$ cat src/rtl/puf_soc_pkg.sv
// Shared types and default constants for the RO-PUF execution scheduler.
package puf_soc_pkg;

    localparam int unsigned DEF_MUX_LENGTH    = 16;
    localparam int unsigned DEF_NUM_PAIRS     = 4;
    localparam int unsigned DEF_CNT_W         = 16;
    localparam int unsigned DEF_WINDOW_CYCLES = 32;
    localparam int unsigned DEF_SETTLE_CYCLES = 2;

    typedef enum logic [2:0] {
        ST_IDLE   = 3'd0,
        ST_CLEAR  = 3'd1,
        ST_RUN    = 3'd2,
        ST_SETTLE = 3'd3,
        ST_SAMPLE = 3'd4,
        ST_DONE   = 3'd5
    } sched_state_e;

endpackage

$ cat src/rtl/puf_window_timer.sv
// Loadable down-counter; expire_o is high in the last cycle of a loaded interval.
module puf_window_timer #(
    parameter int unsigned TMR_W = 6
) (
    input  logic             clk,
    input  logic             rst_n,
    input  logic             load_i,
    input  logic [TMR_W-1:0] load_val_i,
    output logic             expire_o
);

    logic [TMR_W-1:0] cnt_q, cnt_d;
    logic             expire_q;

    always_comb begin
        cnt_d = cnt_q;
        if (load_i) begin
            cnt_d = load_val_i;
        end else if (cnt_q != '0) begin
            cnt_d = cnt_q - TMR_W'(1);
        end
    end

    // expire is registered from the next count so it lines up with cnt_q == 1
    always_ff @(posedge clk or negedge rst_n) begin
        if (!rst_n) begin
            cnt_q    <= '0;
            expire_q <= 1'b0;
        end else begin
            cnt_q    <= cnt_d;
            expire_q <= (cnt_d == TMR_W'(1));
        end
    end

    assign expire_o = expire_q;

endmodule

$ cat src/rtl/puf_ro_exec_sched.sv
// RO-PUF execution scheduler: walks the challenge pairs, times each RO window
// and builds the response, max-count and pair-error results.
module puf_ro_exec_sched
    import puf_soc_pkg::*;
#(
    parameter int unsigned MUX_LENGTH    = DEF_MUX_LENGTH,
    parameter int unsigned NUM_PAIRS     = DEF_NUM_PAIRS,
    parameter int unsigned CNT_W         = DEF_CNT_W,
    parameter int unsigned WINDOW_CYCLES = DEF_WINDOW_CYCLES,
    parameter int unsigned SETTLE_CYCLES = DEF_SETTLE_CYCLES,
    localparam int unsigned SW           = $clog2(MUX_LENGTH)
) (
    input  logic                      clk,
    input  logic                      rst_n,
    input  logic                      i_exec_enable,
    input  logic                      i_abort,
    input  logic [NUM_PAIRS*2*SW-1:0] i_challenge,
    input  logic [CNT_W-1:0]          i_ro_cnt_0,
    input  logic [CNT_W-1:0]          i_ro_cnt_1,
    output logic [SW-1:0]             o_sel_mux_0,
    output logic [SW-1:0]             o_sel_mux_1,
    output logic                      o_cnt_clr,
    output logic                      o_ro_en,
    output logic                      o_busy,
    output logic                      o_exec_done,
    output logic [NUM_PAIRS-1:0]      o_response,
    output logic [CNT_W-1:0]          o_max_count,
    output logic [NUM_PAIRS-1:0]      o_pair_err
);

    localparam int unsigned PAIR_W  = 2 * SW;
    localparam int unsigned CHAL_W  = NUM_PAIRS * PAIR_W;
    localparam int unsigned PIDX_W  = (NUM_PAIRS > 1) ? $clog2(NUM_PAIRS) : 1;
    localparam int unsigned TMR_MAX = (WINDOW_CYCLES > SETTLE_CYCLES) ? WINDOW_CYCLES : SETTLE_CYCLES;
    localparam int unsigned TMR_W   = $clog2(TMR_MAX + 1);

    sched_state_e         state_q, state_d;
    logic [PIDX_W-1:0]    pair_q, pair_d;
    logic [CHAL_W-1:0]    chal_q, chal_d;
    logic [SW-1:0]        sel0_q, sel0_d, sel1_q, sel1_d;
    logic                 cnt_clr_q, cnt_clr_d, ro_en_q, ro_en_d;
    logic                 busy_q, busy_d, done_q, done_d;
    logic [NUM_PAIRS-1:0] resp_q, resp_d, err_q, err_d;
    logic [CNT_W-1:0]     max_q, max_d;
    logic [CNT_W-1:0]     smp_max;
    logic [PAIR_W-1:0]    next_pair_sel;
    logic                 sel_eq, tmr_load, tmr_expire;
    logic [TMR_W-1:0]     tmr_val;

    assign sel_eq  = (sel0_q == sel1_q);
    assign smp_max = (i_ro_cnt_0 > i_ro_cnt_1) ? i_ro_cnt_0 : i_ro_cnt_1;

    always_comb begin
        state_d       = state_q;
        pair_d        = pair_q;
        chal_d        = chal_q;
        resp_d        = resp_q;
        err_d         = err_q;
        max_d         = max_q;
        sel0_d        = sel0_q;
        sel1_d        = sel1_q;
        tmr_val       = '0;
        next_pair_sel = '0;

        if (i_abort) begin
            state_d = ST_IDLE;
        end else begin
            unique case (state_q)
                ST_IDLE: begin
                    if (i_exec_enable) begin
                        chal_d  = i_challenge;
                        pair_d  = '0;
                        resp_d  = '0;
                        err_d   = '0;
                        max_d   = '0;
                        state_d = ST_CLEAR;
                    end
                end
                // a degenerate pair has nothing to race, so skip straight to SAMPLE
                ST_CLEAR:  state_d = sel_eq ? ST_SAMPLE : ST_RUN;
                ST_RUN:    if (tmr_expire) state_d = ST_SETTLE;
                ST_SETTLE: if (tmr_expire) state_d = ST_SAMPLE;
                ST_SAMPLE: begin
                    if (sel_eq) begin
                        err_d[pair_q]  = 1'b1;
                        resp_d[pair_q] = 1'b0;
                    end else begin
                        resp_d[pair_q] = (i_ro_cnt_0 > i_ro_cnt_1);
                        if (smp_max > max_q) max_d = smp_max;
                    end
                    if (pair_q == PIDX_W'(NUM_PAIRS - 1)) begin
                        state_d = ST_DONE;
                    end else begin
                        pair_d  = pair_q + PIDX_W'(1);
                        state_d = ST_CLEAR;
                    end
                end
                ST_DONE:   state_d = ST_IDLE;
                default:   state_d = ST_IDLE;
            endcase
        end

        // outputs are registered from the next state so they align with it
        cnt_clr_d = (state_d == ST_CLEAR);
        ro_en_d   = (state_d == ST_RUN);
        busy_d    = (state_d != ST_IDLE);
        done_d    = (state_d == ST_DONE);

        next_pair_sel = chal_d[32'(pair_d) * PAIR_W +: PAIR_W];
        if (state_d inside {ST_CLEAR, ST_RUN, ST_SETTLE, ST_SAMPLE}) begin
            sel0_d = next_pair_sel[SW-1:0];
            sel1_d = next_pair_sel[PAIR_W-1:SW];
        end

        // timer reloads on every state change, zero outside the timed states
        tmr_load = (state_d != state_q);
        if (state_d == ST_RUN)    tmr_val = TMR_W'(WINDOW_CYCLES);
        if (state_d == ST_SETTLE) tmr_val = TMR_W'(SETTLE_CYCLES);
    end

    always_ff @(posedge clk or negedge rst_n) begin
        if (!rst_n) begin
            state_q   <= ST_IDLE;
            pair_q    <= '0;
            chal_q    <= '0;
            sel0_q    <= '0;
            sel1_q    <= '0;
            cnt_clr_q <= 1'b0;
            ro_en_q   <= 1'b0;
            busy_q    <= 1'b0;
            done_q    <= 1'b0;
            resp_q    <= '0;
            err_q     <= '0;
            max_q     <= '0;
        end else begin
            state_q   <= state_d;
            pair_q    <= pair_d;
            chal_q    <= chal_d;
            sel0_q    <= sel0_d;
            sel1_q    <= sel1_d;
            cnt_clr_q <= cnt_clr_d;
            ro_en_q   <= ro_en_d;
            busy_q    <= busy_d;
            done_q    <= done_d;
            resp_q    <= resp_d;
            err_q     <= err_d;
            max_q     <= max_d;
        end
    end

    puf_window_timer #(
        .TMR_W      (TMR_W)
    ) u_timer (
        .clk        (clk),
        .rst_n      (rst_n),
        .load_i     (tmr_load),
        .load_val_i (tmr_val),
        .expire_o   (tmr_expire)
    );

    assign o_sel_mux_0 = sel0_q;
    assign o_sel_mux_1 = sel1_q;
    assign o_cnt_clr   = cnt_clr_q;
    assign o_ro_en     = ro_en_q;
    assign o_busy      = busy_q;
    assign o_exec_done = done_q;
    assign o_response  = resp_q;
    assign o_max_count = max_q;
    assign o_pair_err  = err_q;

endmodule
$ cat config.mk
export PLATFORM = sky130hd
export DESIGN_NAME = puf_ro_exec_sched
export DESIGN_NICKNAME = d
export VERILOG_FILES = /design/src/rtl/puf_soc_pkg.sv /design/src/rtl/puf_window_timer.sv /design/src/rtl/puf_ro_exec_sched.sv
export SDC_FILE = /design/constraint.sdc
export NUM_CORES = 1
export LEC_CHECK = 0
export BUFFER_PORTS_ARGS = -buffer_cell sky130_fd_sc_hd__buf_2
export CORE_AREA = 2 2 140 142
export CTS_BUF_LIST = sky130_fd_sc_hd__clkbuf_8
export CTS_CLUSTER_DIAMETER = 50
export DETAILED_ROUTE_END_ITERATION = 8
export DIE_AREA = 0 0 142 144
export PLACE_DENSITY = 0.49
export SLEW_MARGIN = 20
export SYNTH_ARGS = -nofsm -noshare
export SYNTH_HDL_FRONTEND = slang
export SYNTH_SLANG_ARGS = --single-unit
$ cat constraint.sdc
create_clock -name clk -period 3.25 [get_ports clk]
set_input_delay 0 -clock clk [delete_from_list [all_inputs] [get_ports clk]]
set_output_delay 0 -clock clk [all_outputs]
set_load 0.02 [all_outputs]
==> impl_metrics.xml, run 1 <==
<?xml version="1.0" encoding="UTF-8"?>
<metrics>
  <group name="placement">
    <metric name="dp_slack" unit="ns">-0.452</metric>
    <metric name="globalplace.congestion" unit="">0.770</metric>
    <metric name="place.detailed.hpwl" unit="mm">9.22</metric>
    <metric name="port_buffers" unit="">103</metric>
  </group>
  <group name="routing">
    <metric name="drt-wirelength-per-cell" unit="um">15.1</metric>
    <metric name="wirelength" unit="mm">12.4</metric>
    <metric name="number_of_antenna_violating_nets_in_the_routed_design" unit="">0</metric>
    <metric name="vias_after_detailed_routing" unit="">3737</metric>
    <metric name="drt-pass1-iter-count" unit="">4</metric>
    <metric name="detailedRoute.firstIterationViolations" unit="">155</metric>
    <metric name="routed_via_density" unit="">4.54</metric>
    <metric name="drc" unit="">0</metric>
  </group>
  <group name="clock_network">
    <metric name="tritoncts" unit="">yes</metric>
    <metric name="clk_latency" unit="ns">0.37</metric>
    <metric name="cts_made_buffers" unit="">9</metric>
    <metric name="cts_max_path_buffers" unit="">2</metric>
    <metric name="cts.reportedPaths.clkPinSlew" unit="ns">0.08</metric>
    <metric name="clockRootBuffer" unit="">sky130_fd_sc_hd__clkbuf_8</metric>
    <metric name="clock_tree.htree_level_count" unit="">3</metric>
    <metric name="clock_sink_count" unit="">80</metric>
  </group>
  <group name="die">
    <metric name="row_count" unit="">51</metric>
    <metric name="boundaryPins" unit="">104</metric>
    <metric name="floorplan_die_height" unit="um">144</metric>
    <metric name="die_w" unit="um">142</metric>
    <metric name="start_util" unit="%">24.3</metric>
    <metric name="core_region_area" unit="sq um">19100</metric>
    <metric name="design.die.area" unit="sq um">20400</metric>
  </group>
  <group name="synth">
    <metric name="yosys.area.top_type_share" unit="%">43.2</metric>
    <metric name="post_synth_instance_area" unit="sq um">4630</metric>
    <metric name="ys_types" unit="">49</metric>
    <metric name="synth_async_sr_flop_share" unit="%">100</metric>
    <metric name="most_instantiated_library_cell_after_synthesis" unit="">sky130_fd_sc_hd__dfrtp_1</metric>
    <metric name="synth_top_area_cell" unit="">sky130_fd_sc_hd__dfrtp_1</metric>
    <metric name="synth_top_flop_cell" unit="">sky130_fd_sc_hd__dfrtp_1</metric>
    <metric name="synth.yosys.seq_area_share" unit="%">43.2</metric>
    <metric name="postSynthRegisterBits" unit="">80</metric>
    <metric name="mappedNetlistNets" unit="">522</metric>
    <metric name="synth-edff-count" unit="">0</metric>
    <metric name="synth_area_per_cell" unit="sq um">11.0</metric>
    <metric name="yosys_warning_count" unit="">0</metric>
    <metric name="cell_count_after_synthesis" unit="">420</metric>
    <metric name="synth.top_cells.by_area" unit="">sky130_fd_sc_hd__dfrtp_1 (43%), sky130_fd_sc_hd__mux2_2 (14%), sky130_fd_sc_hd__ha_1 (9.2%), sky130_fd_sc_hd__mux2i_1 (5.4%), sky130_fd_sc_hd__inv_1 (3.1%)</metric>
    <metric name="synth_commonest_cells" unit="">sky130_fd_sc_hd__dfrtp_1 (80), sky130_fd_sc_hd__mux2_2 (56), sky130_fd_sc_hd__inv_1 (38), sky130_fd_sc_hd__ha_1 (34), sky130_fd_sc_hd__nor2_1 (30)</metric>
  </group>
  <group name="critical_path">
    <metric name="rrSetupSlack" unit="ns">0.67</metric>
    <metric name="rr_worst_depth" unit="">6</metric>
    <metric name="critical_path.startpoint_type" unit="">input port</metric>
    <metric name="critical_path.max_fanout" unit="">15</metric>
    <metric name="timing.setup.critical_path_class" unit="">input port to register</metric>
    <metric name="worst_r2r_src" unit="">state_q[1]$_DFF_PN0_</metric>
    <metric name="cp_data_arrival_time" unit="ns">3.43</metric>
    <metric name="crit-reg2reg-capture" unit="">o_sel_mux_1[1]$_DFFE_PN0P_</metric>
    <metric name="end_kind" unit="">register</metric>
    <metric name="timing.critical_path.required" unit="ns">3.51</metric>
  </group>
  <group name="sta">
    <metric name="min_period" unit="ns">3.17</metric>
    <metric name="timing_hold_violations_final" unit="">0</metric>
    <metric name="slew_limit_headroom" unit="%">48.3</metric>
    <metric name="grt_setup_unrepaired" unit="">yes</metric>
    <metric name="timing.final.max_slew_violations" unit="">0</metric>
    <metric name="max_freq" unit="MHz">316</metric>
    <metric name="final_clock_skew" unit="ns">0.0106</metric>
    <metric name="setup_violations" unit="">0</metric>
    <metric name="worstMarginPinSlew" unit="ns">0.775</metric>
    <metric name="hold-worst-slack" unit="ns">0.0489</metric>
    <metric name="fin_ws" unit="ns">0.0811</metric>
    <metric name="layout_worst_path_cycle_share" unit="%">97.5</metric>
  </group>
  <group name="global_route">
    <metric name="pin_count_of_the_biggest_net_entering_global_routing" unit="">81</metric>
    <metric name="grt-ovfl-total" unit="">0</metric>
    <metric name="first_global_vias" unit="">3850</metric>
    <metric name="global_route.usage.total" unit="%">12.4</metric>
    <metric name="antenna_found_initial" unit="">0</metric>
    <metric name="grt_pass1_wl" unit="mm">19.6</metric>
  </group>
  <group name="power">
    <metric name="leakagePower" unit="nW">2.84</metric>
    <metric name="vdd.ir_drop.worst" unit="V">0.000233</metric>
    <metric name="power-per-cell-area" unit="nW/um^2">567</metric>
  </group>
  <group name="hold_path">
    <metric name="worst_hold_path.num_cells" unit="">3</metric>
    <metric name="min-delay-start" unit="">i_ro_cnt_1[3]</metric>
    <metric name="class_of_the_most_critical_hold_timing_path" unit="">input port to register</metric>
    <metric name="worstHoldEndpoint" unit="">o_max_count[3]$_DFFE_PN0P_</metric>
  </group>
  <group name="cells_and_area">
    <metric name="num_antenna_cells" unit="">0</metric>
    <metric name="multi_input_area" unit="sq um">2750</metric>
    <metric name="final_nets" unit="">682</metric>
    <metric name="final_core_util" unit="%">34.2</metric>
    <metric name="area.growth.synth_to_final" unit="%">41.0</metric>
    <metric name="layout.filler_cells" unit="">1915</metric>
    <metric name="regArea" unit="sq um">2000</metric>
    <metric name="layout-drive-gt1-share" unit="%">42.7</metric>
  </group>
  <group name="outcome">
    <metric name="outcome" unit="">finished clean</metric>
  </group>
  <group name="run">
    <metric name="max_cap_violations" unit="">0</metric>
  </group>
</metrics>
[per-layer routing]
metal | vias up | track usage (%) | routed length, um
met5 | - | 0 | 0
met4 | 0 | 4.53 | 186
met3 | 15 | 2.88 | 531
met2 | 79 | 20.5 | 5870
met1 | 1822 | 15.9 | 5810
li1 | 1821 | - | -
[repair_timing]
| item | 4_1_cts | 5_1_grt |
|---|---|---|
| endpoints found under the hold margin | 112 | 0 |
| pin swaps | 1 | 2 |
| cloned | 0 | 1 |
| hold buffers | 33 | 0 |
| endpoints found under the setup margin | 15 | 16 |
| resized for setup | 0 | 22 |
| setup buffers | 3 | 6 |
[kinds of logic after synthesis]
| family | share of synthesized area, % |
|---|---|
| mux | 19.0 |
| simple gates | 10.2 |
| buf+inv | 5.18 |
| flops | 43.2 |
| xor+xnor | 1.89 |
| compound gates | 11.3 |
| fa+ha+maj | 9.18 |
[worst max-delay path, cell delays in order]
cell                       delay [ns]
sky130_fd_sc_hd__buf_2           0.17
sky130_fd_sc_hd__inv_12          0.03
sky130_fd_sc_hd__ha_4            0.25
sky130_fd_sc_hd__nand3_2         0.08
sky130_fd_sc_hd__nor4_2          0.31
sky130_fd_sc_hd__o21ai_1         0.16
sky130_fd_sc_hd__a31oi_4         0.33
sky130_fd_sc_hd__buf_6           0.15
sky130_fd_sc_hd__mux2_4          0.32
sky130_fd_sc_hd__ha_4            0.23
sky130_fd_sc_hd__a211oi_2        0.17
sky130_fd_sc_hd__nor2_1          0.06
sky130_fd_sc_hd__or3_4           0.35
sky130_fd_sc_hd__o32ai_4         0.38
sky130_fd_sc_hd__nor2_4          0.08
sky130_fd_sc_hd__buf_12          0.15
sky130_fd_sc_hd__a22o_1          0.19
[cells in the final DEF (no fill, tap or decap), types with 4 or more instances in the layout]
cell / instances
sky130_fd_sc_hd__mux2i_1: 24
sky130_fd_sc_hd__a22o_1: 15
sky130_fd_sc_hd__nand2b_1: 4
sky130_fd_sc_hd__nor2b_1: 4
sky130_fd_sc_hd__ha_4: 20
sky130_fd_sc_hd__nand2_1: 19
sky130_fd_sc_hd__nor3_1: 6
sky130_fd_sc_hd__buf_4: 20
sky130_fd_sc_hd__a21oi_1: 18
sky130_fd_sc_hd__o21ai_0: 13
sky130_fd_sc_hd__mux2_2: 51
sky130_fd_sc_hd__clkbuf_8: 11
sky130_fd_sc_hd__xnor2_1: 5
sky130_fd_sc_hd__dfrtp_1: 80
sky130_fd_sc_hd__inv_1: 29
sky130_fd_sc_hd__nand4_1: 7
sky130_fd_sc_hd__dlygate4sd3_1: 33
sky130_fd_sc_hd__nor2_1: 30
sky130_fd_sc_hd__buf_2: 100
sky130_fd_sc_hd__xor2_1: 5
sky130_fd_sc_hd__ha_1: 14
sky130_fd_sc_hd__nor4_2: 4
sky130_fd_sc_hd__buf_6: 6
sky130_fd_sc_hd__mux2_4: 5
[power by group]
part           internal [mW]  total [mW]  switching [mW]  leakage, nW
registers               1.26        1.42           0.156         1.02
clock network          0.394       0.788           0.394        0.101
logic                  0.725        1.50           0.774         1.72
[worst max path at each step]
stage | from | to | slack, ns | cells after the start
floorplan | i_ro_cnt_1[8] | o_max_count[6]$_DFFE_PN0P_ | -0.02 | 16
global route | i_ro_cnt_1[8] | o_max_count[13]$_DFFE_PN0P_ | -0.05 | 18
global placement | i_ro_cnt_1[8] | o_max_count[10]$_DFFE_PN0P_ | -0.34 | 16
CTS | i_ro_cnt_1[8] | o_max_count[15]$_DFFE_PN0P_ | 0.08 | 17
detailed placement | i_ro_cnt_1[8] | o_max_count[1]$_DFFE_PN0P_ | -0.45 | 16
finish | i_ro_cnt_1[8] | o_max_count[15]$_DFFE_PN0P_ | 0.08 | 17
[per-stage QoR]
stage	TNS, ns	cells	total power, mW	cell area [sq um]
finish	0	823	3.71	6530
global route	-0.423	823	4.00	6530
CTS	0	819	3.72	6360
detailed placement	-7.04	767	2.88	5800
global placement	-5.20	767	2.83	5800
floorplan	-0.163	420	2.42	4900
[layout make-up]
class	count	share of cell area (%)
inverters	38	2.64
clock inverters	5	0.843
multi-input cells	289	42.0
clock buffers	11	2.32
repair buffers	162	17.0
flip-flops and latches	80	30.6
well taps	238	4.56
[sequential cells by signal, indices dropped and copies added (netlist names)]
| name | count |
|---|---|
| o_exec_done | 1 |
| o_response | 4 |
| o_cnt_clr | 1 |
| o_sel_mux_0 | 4 |
| state_q | 3 |
| o_ro_en | 1 |
| o_pair_err | 4 |
| o_busy | 1 |
| o_max_count | 16 |
| o_sel_mux_1 | 4 |
| u_timer.cnt_q | 6 |
| chal_q | 32 |
| pair_q | 2 |
| u_timer.expire_o | 1 |
No activity file was read; power rests on OpenSTA's default activity.
==> inputs of run 2 (changes only) <==
--- a/config.mk
+++ b/config.mk
@@ -11,7 +11,9 @@
 export CTS_CLUSTER_DIAMETER = 50
 export DETAILED_ROUTE_END_ITERATION = 8
 export DIE_AREA = 0 0 142 144
-export PLACE_DENSITY = 0.49
+export MAX_ROUTING_LAYER = met4
+export PLACE_DENSITY = 0.39
+export SKIP_CTS_REPAIR_TIMING = 1
 export SLEW_MARGIN = 20
 export SYNTH_ARGS = -nofsm -noshare
 export SYNTH_HDL_FRONTEND = slang
==> impl_metrics.xml, run 2 (synthesis results as in run 1) <==
<?xml version="1.0" encoding="UTF-8"?>
<metrics>
  <group name="placement">
    <metric name="detailed_place.area" unit="sq um">5860</metric>
    <metric name="globalplace.congestion" unit="">0.782</metric>
    <metric name="port_buffers" unit="">103</metric>
    <metric name="dp_slack" unit="ns">-0.403</metric>
    <metric name="place.detailed.hpwl" unit="mm">9.46</metric>
  </group>
  <group name="critical_path">
    <metric name="crit-reg2reg-capture" unit="">o_sel_mux_1[3]$_DFFE_PN0P_</metric>
    <metric name="critPathCapture" unit="">o_max_count[8]$_DFFE_PN0P_</metric>
    <metric name="timing.critical_path.required" unit="ns">3.52</metric>
    <metric name="rrSetupSlack" unit="ns">0.72</metric>
    <metric name="critPathMaxStageDelay" unit="ns">0.38</metric>
    <metric name="worst_path_max_delay_cell" unit="">sky130_fd_sc_hd__o32ai_4</metric>
    <metric name="critical_path.max_fanout" unit="">7</metric>
    <metric name="end_kind" unit="">register</metric>
    <metric name="worst_r2r_src" unit="">state_q[1]$_DFF_PN0_</metric>
    <metric name="crit_path_cell_trace" unit="">clkbuf_4, inv_12, ha_4, nand3_2, nor4_2, buf_4, o21ai_4, a31oi_4, buf_12, buf_12, mux2_2, ha_1, a21oi_1, a2111oi_4, o32ai_4, nor2_4, clkbuf_16, a22o_1</metric>
    <metric name="critical_path.startpoint_type" unit="">input port</metric>
    <metric name="rr_worst_depth" unit="">6</metric>
    <metric name="timing.setup.critical_path_class" unit="">input port to register</metric>
    <metric name="worst_path_most_repeated_cell" unit="">sky130_fd_sc_hd__buf_12</metric>
    <metric name="cp_data_arrival_time" unit="ns">3.51</metric>
    <metric name="startpoint" unit="">i_ro_cnt_1[8]</metric>
  </group>
  <group name="routing">
    <metric name="top_layer_used" unit="">met4</metric>
    <metric name="detailedRoute.firstIterationViolations" unit="">153</metric>
    <metric name="drt-pass1-iter-count" unit="">4</metric>
    <metric name="detail_route.wirelength.met1" unit="mm">6.04</metric>
    <metric name="routed_via_density" unit="">4.61</metric>
    <metric name="wirelength" unit="mm">13.3</metric>
    <metric name="drc" unit="">0</metric>
    <metric name="met3RoutedLength" unit="um">622</metric>
    <metric name="routed_wl_met2" unit="mm">6.33</metric>
    <metric name="vias_after_detailed_routing" unit="">3838</metric>
    <metric name="number_of_antenna_violating_nets_in_the_routed_design" unit="">0</metric>
    <metric name="drt-wirelength-per-cell" unit="um">16.0</metric>
  </group>
  <group name="cells_and_area">
    <metric name="final_common_cell" unit="">sky130_fd_sc_hd__buf_2</metric>
    <metric name="multi_input_area" unit="sq um">2790</metric>
    <metric name="layout.filler_cells" unit="">1936</metric>
    <metric name="regArea" unit="sq um">2000</metric>
    <metric name="largest_register_ffs" unit="">32</metric>
    <metric name="final_nets" unit="">692</metric>
    <metric name="area.growth.synth_to_final" unit="%">46.2</metric>
    <metric name="final_core_util" unit="%">35.5</metric>
    <metric name="post-route-cell-area" unit="sq um">6770</metric>
    <metric name="final_cell_mix" unit="">sky130_fd_sc_hd__buf_2 (95), sky130_fd_sc_hd__dfrtp_1 (80), sky130_fd_sc_hd__mux2_2 (50), sky130_fd_sc_hd__dlygate4sd3_1 (33)</metric>
    <metric name="num_antenna_cells" unit="">0</metric>
    <metric name="top_register" unit="">chal_q</metric>
    <metric name="layout-drive-gt1-share" unit="%">44.3</metric>
  </group>
  <group name="die">
    <metric name="die_w" unit="um">142</metric>
    <metric name="floorplan_die_height" unit="um">144</metric>
    <metric name="design.die.area" unit="sq um">20400</metric>
    <metric name="row_count" unit="">51</metric>
    <metric name="start_util" unit="%">24.3</metric>
    <metric name="core_region_area" unit="sq um">19100</metric>
    <metric name="boundaryPins" unit="">104</metric>
  </group>
  <group name="sta">
    <metric name="setup_violations" unit="">0</metric>
    <metric name="min_period" unit="ns">3.24</metric>
    <metric name="timing_hold_violations_final" unit="">0</metric>
    <metric name="slew_limit_headroom" unit="%">49.4</metric>
    <metric name="grt_setup_unrepaired" unit="">yes</metric>
    <metric name="totalNegativeSetupSlack" unit="ns">0</metric>
    <metric name="hold-worst-slack" unit="ns">0.0184</metric>
    <metric name="fin_ws" unit="ns">0.0106</metric>
    <metric name="max_freq" unit="MHz">309</metric>
    <metric name="layout_worst_path_cycle_share" unit="%">99.7</metric>
    <metric name="worstMarginPinSlew" unit="ns">0.758</metric>
    <metric name="final_clock_skew" unit="ns">0.0102</metric>
    <metric name="timing.final.max_slew_violations" unit="">0</metric>
  </group>
  <group name="outcome">
    <metric name="outcome" unit="">finished clean</metric>
  </group>
  <group name="clock_network">
    <metric name="cts_max_path_buffers" unit="">2</metric>
    <metric name="tritoncts" unit="">yes</metric>
    <metric name="clk_latency" unit="ns">0.37</metric>
    <metric name="clockRootBuffer" unit="">sky130_fd_sc_hd__clkbuf_8</metric>
    <metric name="cts.reportedPaths.clkPinSlew" unit="ns">0.08</metric>
    <metric name="clock_sink_count" unit="">80</metric>
    <metric name="cts_made_buffers" unit="">9</metric>
    <metric name="clock_tree.htree_level_count" unit="">3</metric>
  </group>
  <group name="global_route">
    <metric name="global_route.usage.total" unit="%">13.2</metric>
    <metric name="first_global_vias" unit="">3829</metric>
    <metric name="grt-ovfl-total" unit="">0</metric>
    <metric name="pin_count_of_the_biggest_net_entering_global_routing" unit="">76</metric>
    <metric name="grt_pass1_wl" unit="mm">20.1</metric>
    <metric name="antenna_found_initial" unit="">0</metric>
  </group>
  <group name="run">
    <metric name="max_cap_violations" unit="">0</metric>
  </group>
  <group name="power">
    <metric name="power-per-cell-area" unit="nW/um^2">569</metric>
    <metric name="vdd.ir_drop.worst" unit="V">0.000249</metric>
    <metric name="leakagePower" unit="nW">2.95</metric>
  </group>
  <group name="hold_path">
    <metric name="class_of_the_most_critical_hold_timing_path" unit="">input port to register</metric>
  </group>
</metrics>
## run 2: changes by cell type in the layout (fill, tap and decap cells not counted), sizes merged
cell,before,now
clkinvlp,2,1
buf,129,135
inv,38,39
clkbuf,11,13
clkinv,2,1
bufinv,1,3
## run 2: per-stage QoR
step,power (mW),cells
3_3_place_gp,2.86,773
5_1_grt,4.16,832
6_report,3.85,832
3_5_place_dp,2.88,773
4_1_cts,3.80,788
2_1_floorplan,2.42,420
## run 2: final cells by class
class / count / share of cell area (%)
Sequential cell: 80 / 29.6
Tap cell: 238 / 4.40
Clock inverter: 6 / 1.63
Clock buffer: 9 / 1.83
Timing Repair Buffer: 172 / 18.9
Inverter: 38 / 2.55
Multi-Input combinational cell: 289 / 41.1
## run 2: worst min-delay path by stage
| stage | depth (start not counted) | start | end |
|---|---|---|---|
| final | 3 | i_ro_cnt_0[13] | o_max_count[13]$_DFFE_PN0P_ |
| after global routing | 3 | i_ro_cnt_0[13] | o_max_count[13]$_DFFE_PN0P_ |
| after CTS | 1 | rst_n | chal_q[14]$_DFF_PN0_ |
| after detailed placement | 1 | rst_n | o_cnt_clr$_DFF_PN0_ |
| after global placement | 1 | rst_n | o_cnt_clr$_DFF_PN0_ |
| after floorplan | 0 | rst_n | chal_q[0]$_DFF_PN0_ |
## run 2: critical path: cells and delay by family
family                     cells  cell delay, ns
buffers and inverters          6            0.80
muxes                          1            0.35
and+or+nand+nor                3            0.44
AOI/OAI and AO/OA              6            1.32
adders and majority gates      2            0.57
## run 2: metal layers
layer / up-vias / GRT usage [%]
li1: 1840 / -
met1: 1877 / 16.4
met2: 101 / 20.5
met3: 20 / 3.34
met4: 0 / 5.74
met5: - / -
## run 2: power breakdown
group	total [mW]	switching [mW]	leakage (nW)	internal [mW]
Sequential	1.41	0.147	1.02	1.26
Clock	0.898	0.393	0.117	0.505
Combinational	1.55	0.791	1.81	0.754
==> inputs of run 3 (changes only) <==
--- a/config.mk
+++ b/config.mk
@@ -5,7 +5,7 @@
 export SDC_FILE = /design/constraint.sdc
 export NUM_CORES = 1
 export LEC_CHECK = 0
-export BUFFER_PORTS_ARGS = -buffer_cell sky130_fd_sc_hd__buf_2
+export BUFFER_PORTS_ARGS = -buffer_cell sky130_fd_sc_hd__buf_4
 export CORE_AREA = 2 2 140 142
 export CTS_BUF_LIST = sky130_fd_sc_hd__clkbuf_8
 export CTS_CLUSTER_DIAMETER = 50
@@ -13,7 +13,6 @@
 export DIE_AREA = 0 0 142 144
 export MAX_ROUTING_LAYER = met4
 export PLACE_DENSITY = 0.39
-export SKIP_CTS_REPAIR_TIMING = 1
 export SLEW_MARGIN = 20
 export SYNTH_ARGS = -nofsm -noshare
 export SYNTH_HDL_FRONTEND = slang
==> impl_metrics.xml, run 3 (synthesis results as in run 1) <==
<?xml version="1.0" encoding="UTF-8"?>
<metrics>
  <group name="sta">
    <metric name="timing_hold_violations_final" unit="">0</metric>
    <metric name="layout_worst_path_cycle_share" unit="%">98.4</metric>
    <metric name="timing.final.max_slew_violations" unit="">0</metric>
    <metric name="min_period" unit="ns">3.20</metric>
    <metric name="worstMarginPinSlew" unit="ns">0.806</metric>
    <metric name="max_freq" unit="MHz">313</metric>
    <metric name="grt_setup_unrepaired" unit="">yes</metric>
    <metric name="setup_violations" unit="">0</metric>
    <metric name="hold-worst-slack" unit="ns">0.0292</metric>
    <metric name="slew_limit_headroom" unit="%">46.2</metric>
    <metric name="final_clock_skew" unit="ns">0.0145</metric>
  </group>
  <group name="placement">
    <metric name="globalplace.congestion" unit="">0.833</metric>
    <metric name="port_buffers" unit="">103</metric>
    <metric name="numPlacedInstances" unit="">776</metric>
    <metric name="place.detailed.hpwl" unit="mm">9.59</metric>
  </group>
  <group name="cells_and_area">
    <metric name="final_common_cell" unit="">sky130_fd_sc_hd__buf_4</metric>
    <metric name="largest_register_ffs" unit="">32</metric>
    <metric name="final_cell_mix" unit="">sky130_fd_sc_hd__buf_4 (126), sky130_fd_sc_hd__dfrtp_1 (80), sky130_fd_sc_hd__mux2_2 (54), sky130_fd_sc_hd__dlygate4sd3_1 (33)</metric>
    <metric name="layout-drive-gt1-share" unit="%">42.3</metric>
    <metric name="area.growth.synth_to_final" unit="%">45.1</metric>
    <metric name="num_antenna_cells" unit="">0</metric>
    <metric name="final_nets" unit="">686</metric>
    <metric name="instances_no_fill" unit="">827</metric>
    <metric name="layout.filler_cells" unit="">1959</metric>
    <metric name="top_register" unit="">chal_q</metric>
  </group>
  <group name="clock_network">
    <metric name="clock_sink_count" unit="">80</metric>
    <metric name="clock_tree.htree_level_count" unit="">3</metric>
    <metric name="cts_max_path_buffers" unit="">2</metric>
    <metric name="cts_made_buffers" unit="">9</metric>
    <metric name="cts.reportedPaths.clkPinSlew" unit="ns">0.08</metric>
    <metric name="tritoncts" unit="">yes</metric>
    <metric name="clk_latency" unit="ns">0.37</metric>
    <metric name="clockRootBuffer" unit="">sky130_fd_sc_hd__clkbuf_8</metric>
  </group>
  <group name="routing">
    <metric name="drt-wirelength-per-cell" unit="um">15.4</metric>
    <metric name="drt-pass1-iter-count" unit="">5</metric>
    <metric name="drc" unit="">0</metric>
    <metric name="wirelength" unit="mm">12.7</metric>
    <metric name="number_of_antenna_violating_nets_in_the_routed_design" unit="">0</metric>
    <metric name="routed_via_density" unit="">4.54</metric>
    <metric name="detailedRoute.firstIterationViolations" unit="">141</metric>
    <metric name="vias_after_detailed_routing" unit="">3755</metric>
  </group>
  <group name="run">
    <metric name="max_cap_violations" unit="">0</metric>
  </group>
  <group name="die">
    <metric name="design.die.area" unit="sq um">20400</metric>
    <metric name="start_util" unit="%">24.3</metric>
    <metric name="die_w" unit="um">142</metric>
    <metric name="floorplan_die_height" unit="um">144</metric>
    <metric name="core_region_area" unit="sq um">19100</metric>
    <metric name="boundaryPins" unit="">104</metric>
    <metric name="row_count" unit="">51</metric>
  </group>
  <group name="critical_path">
    <metric name="crit_path_cell_trace" unit="">buf_4, ha_4, nand4_1, buf_4, nor4_4, buf_4, o21ai_2, a31oi_4, buf_12, buf_12, mux2_4, ha_4, a211oi_2, nor2_1, or3_4, o32ai_4, nor2_4, buf_12, a22o_1</metric>
    <metric name="end_kind" unit="">register</metric>
    <metric name="critical_path.max_fanout" unit="">15</metric>
    <metric name="worst_path_max_delay_cell" unit="">sky130_fd_sc_hd__or3_4</metric>
    <metric name="critical_path.startpoint_type" unit="">input port</metric>
    <metric name="cp_data_arrival_time" unit="ns">3.45</metric>
    <metric name="timing.setup.critical_path_class" unit="">input port to register</metric>
    <metric name="rr_worst_depth" unit="">6</metric>
    <metric name="critPathMaxStageDelay" unit="ns">0.40</metric>
    <metric name="timing.critical_path.required" unit="ns">3.50</metric>
  </group>
  <group name="hold_path">
    <metric name="class_of_the_most_critical_hold_timing_path" unit="">input port to register</metric>
    <metric name="worst_hold_path.num_cells" unit="">3</metric>
  </group>
  <group name="global_route">
    <metric name="global_route.usage.total" unit="%">13.4</metric>
    <metric name="pin_count_of_the_biggest_net_entering_global_routing" unit="">81</metric>
    <metric name="antenna_found_initial" unit="">0</metric>
    <metric name="grt-ovfl-total" unit="">0</metric>
    <metric name="first_global_vias" unit="">3910</metric>
    <metric name="grt_pass1_wl" unit="mm">20.6</metric>
  </group>
  <group name="power">
    <metric name="leakagePower" unit="nW">2.91</metric>
    <metric name="vdd.ir_drop.worst" unit="V">0.000249</metric>
    <metric name="power-per-cell-area" unit="nW/um^2">539</metric>
  </group>
  <group name="outcome">
    <metric name="outcome" unit="">finished clean</metric>
  </group>
</metrics>
-- run 3: cell type report --
cell class	instances	area, sq um	share of cell area, %
Sequential cell	80	2000	29.8
Inverter	38	173	2.57
Timing Repair Buffer	166	1400	20.9
Multi-Input combinational cell	289	2680	39.9
Clock buffer	9	124	1.84
Tap cell	238	298	4.43
Clock inverter	7	40.0	0.596
-- run 3: repair_timing --
| action | 4_1_cts | 5_1_grt |
|---|---|---|
| pin swaps | 5 | 12 |
| resized for setup | 4 | 5 |
| endpoints found under the setup margin | 15 | 16 |
| endpoints found under the hold margin | 112 | 0 |
| buffers inserted | 1 | 2 |
| hold buffers | 33 | 0 |
-- run 3: path summary, 6_finish.rpt --
kind,startpoint,end,slack [ns]
hold / removal,i_ro_cnt_1[5],o_max_count[5]$_DFFE_PN0P_,0.03
setup / recovery,i_ro_cnt_0[12],o_max_count[15]$_DFFE_PN0P_,0.05
min in group asynchronous,rst_n,chal_q[6]$_DFF_PN0_,0.24
setup reg to reg,state_q[1]$_DFF_PN0_,o_sel_mux_1[3]$_DFFE_PN0P_,0.70
max in group asynchronous,rst_n,u_timer.cnt_q[1]$_DFF_PN0_,2.48
hold reg to reg,chal_q[12]$_DFF_PN0_,chal_q[12]$_DFF_PN0_,0.50
-- run 3: report_power, final --
part	internal, mW	switching [mW]
clock network	0.271	0.385
registers	1.26	0.155
logic	0.776	0.769
total	2.31	1.31
-- run 3: worst max-delay path, delay by kind of cell --
kind | cells | cell delay [ns]
AO/OA/AOI/OAI | 5 | 1.01
buffers and inverters | 6 | 0.87
adder cells (fa/ha/maj) | 2 | 0.48
multiplexers | 1 | 0.31
AND/OR/NAND/NOR | 5 | 0.77
-- run 3: stage by stage --
step / power [mW] / utilization (%) / area (sq um) / worst slack [ns] / setup TNS (ns)
finish: 3.62 / 35.2 / 6720 / 0.0517 / 0
global route: 3.91 / 35.2 / 6720 / -0.0598 / -0.754
CTS: 3.68 / 34.9 / 6670 / 0.00439 / 0
detailed placement: 2.95 / 32.2 / 6130 / -0.450 / -7.02
global placement: 2.93 / 32.2 / 6130 / -0.362 / -5.74
floorplan: 2.42 / - / 4900 / -0.0198 / -0.163
-- run 3: routing by layer --
layer  routed length, um  GRT usage (%)  part of all wire (%)
met5                   0              -                     0
met4                 216           4.32                   1.7
met3                 743           3.54                   5.8
met2                5850           20.9                    46
met1                5930           17.0                    47
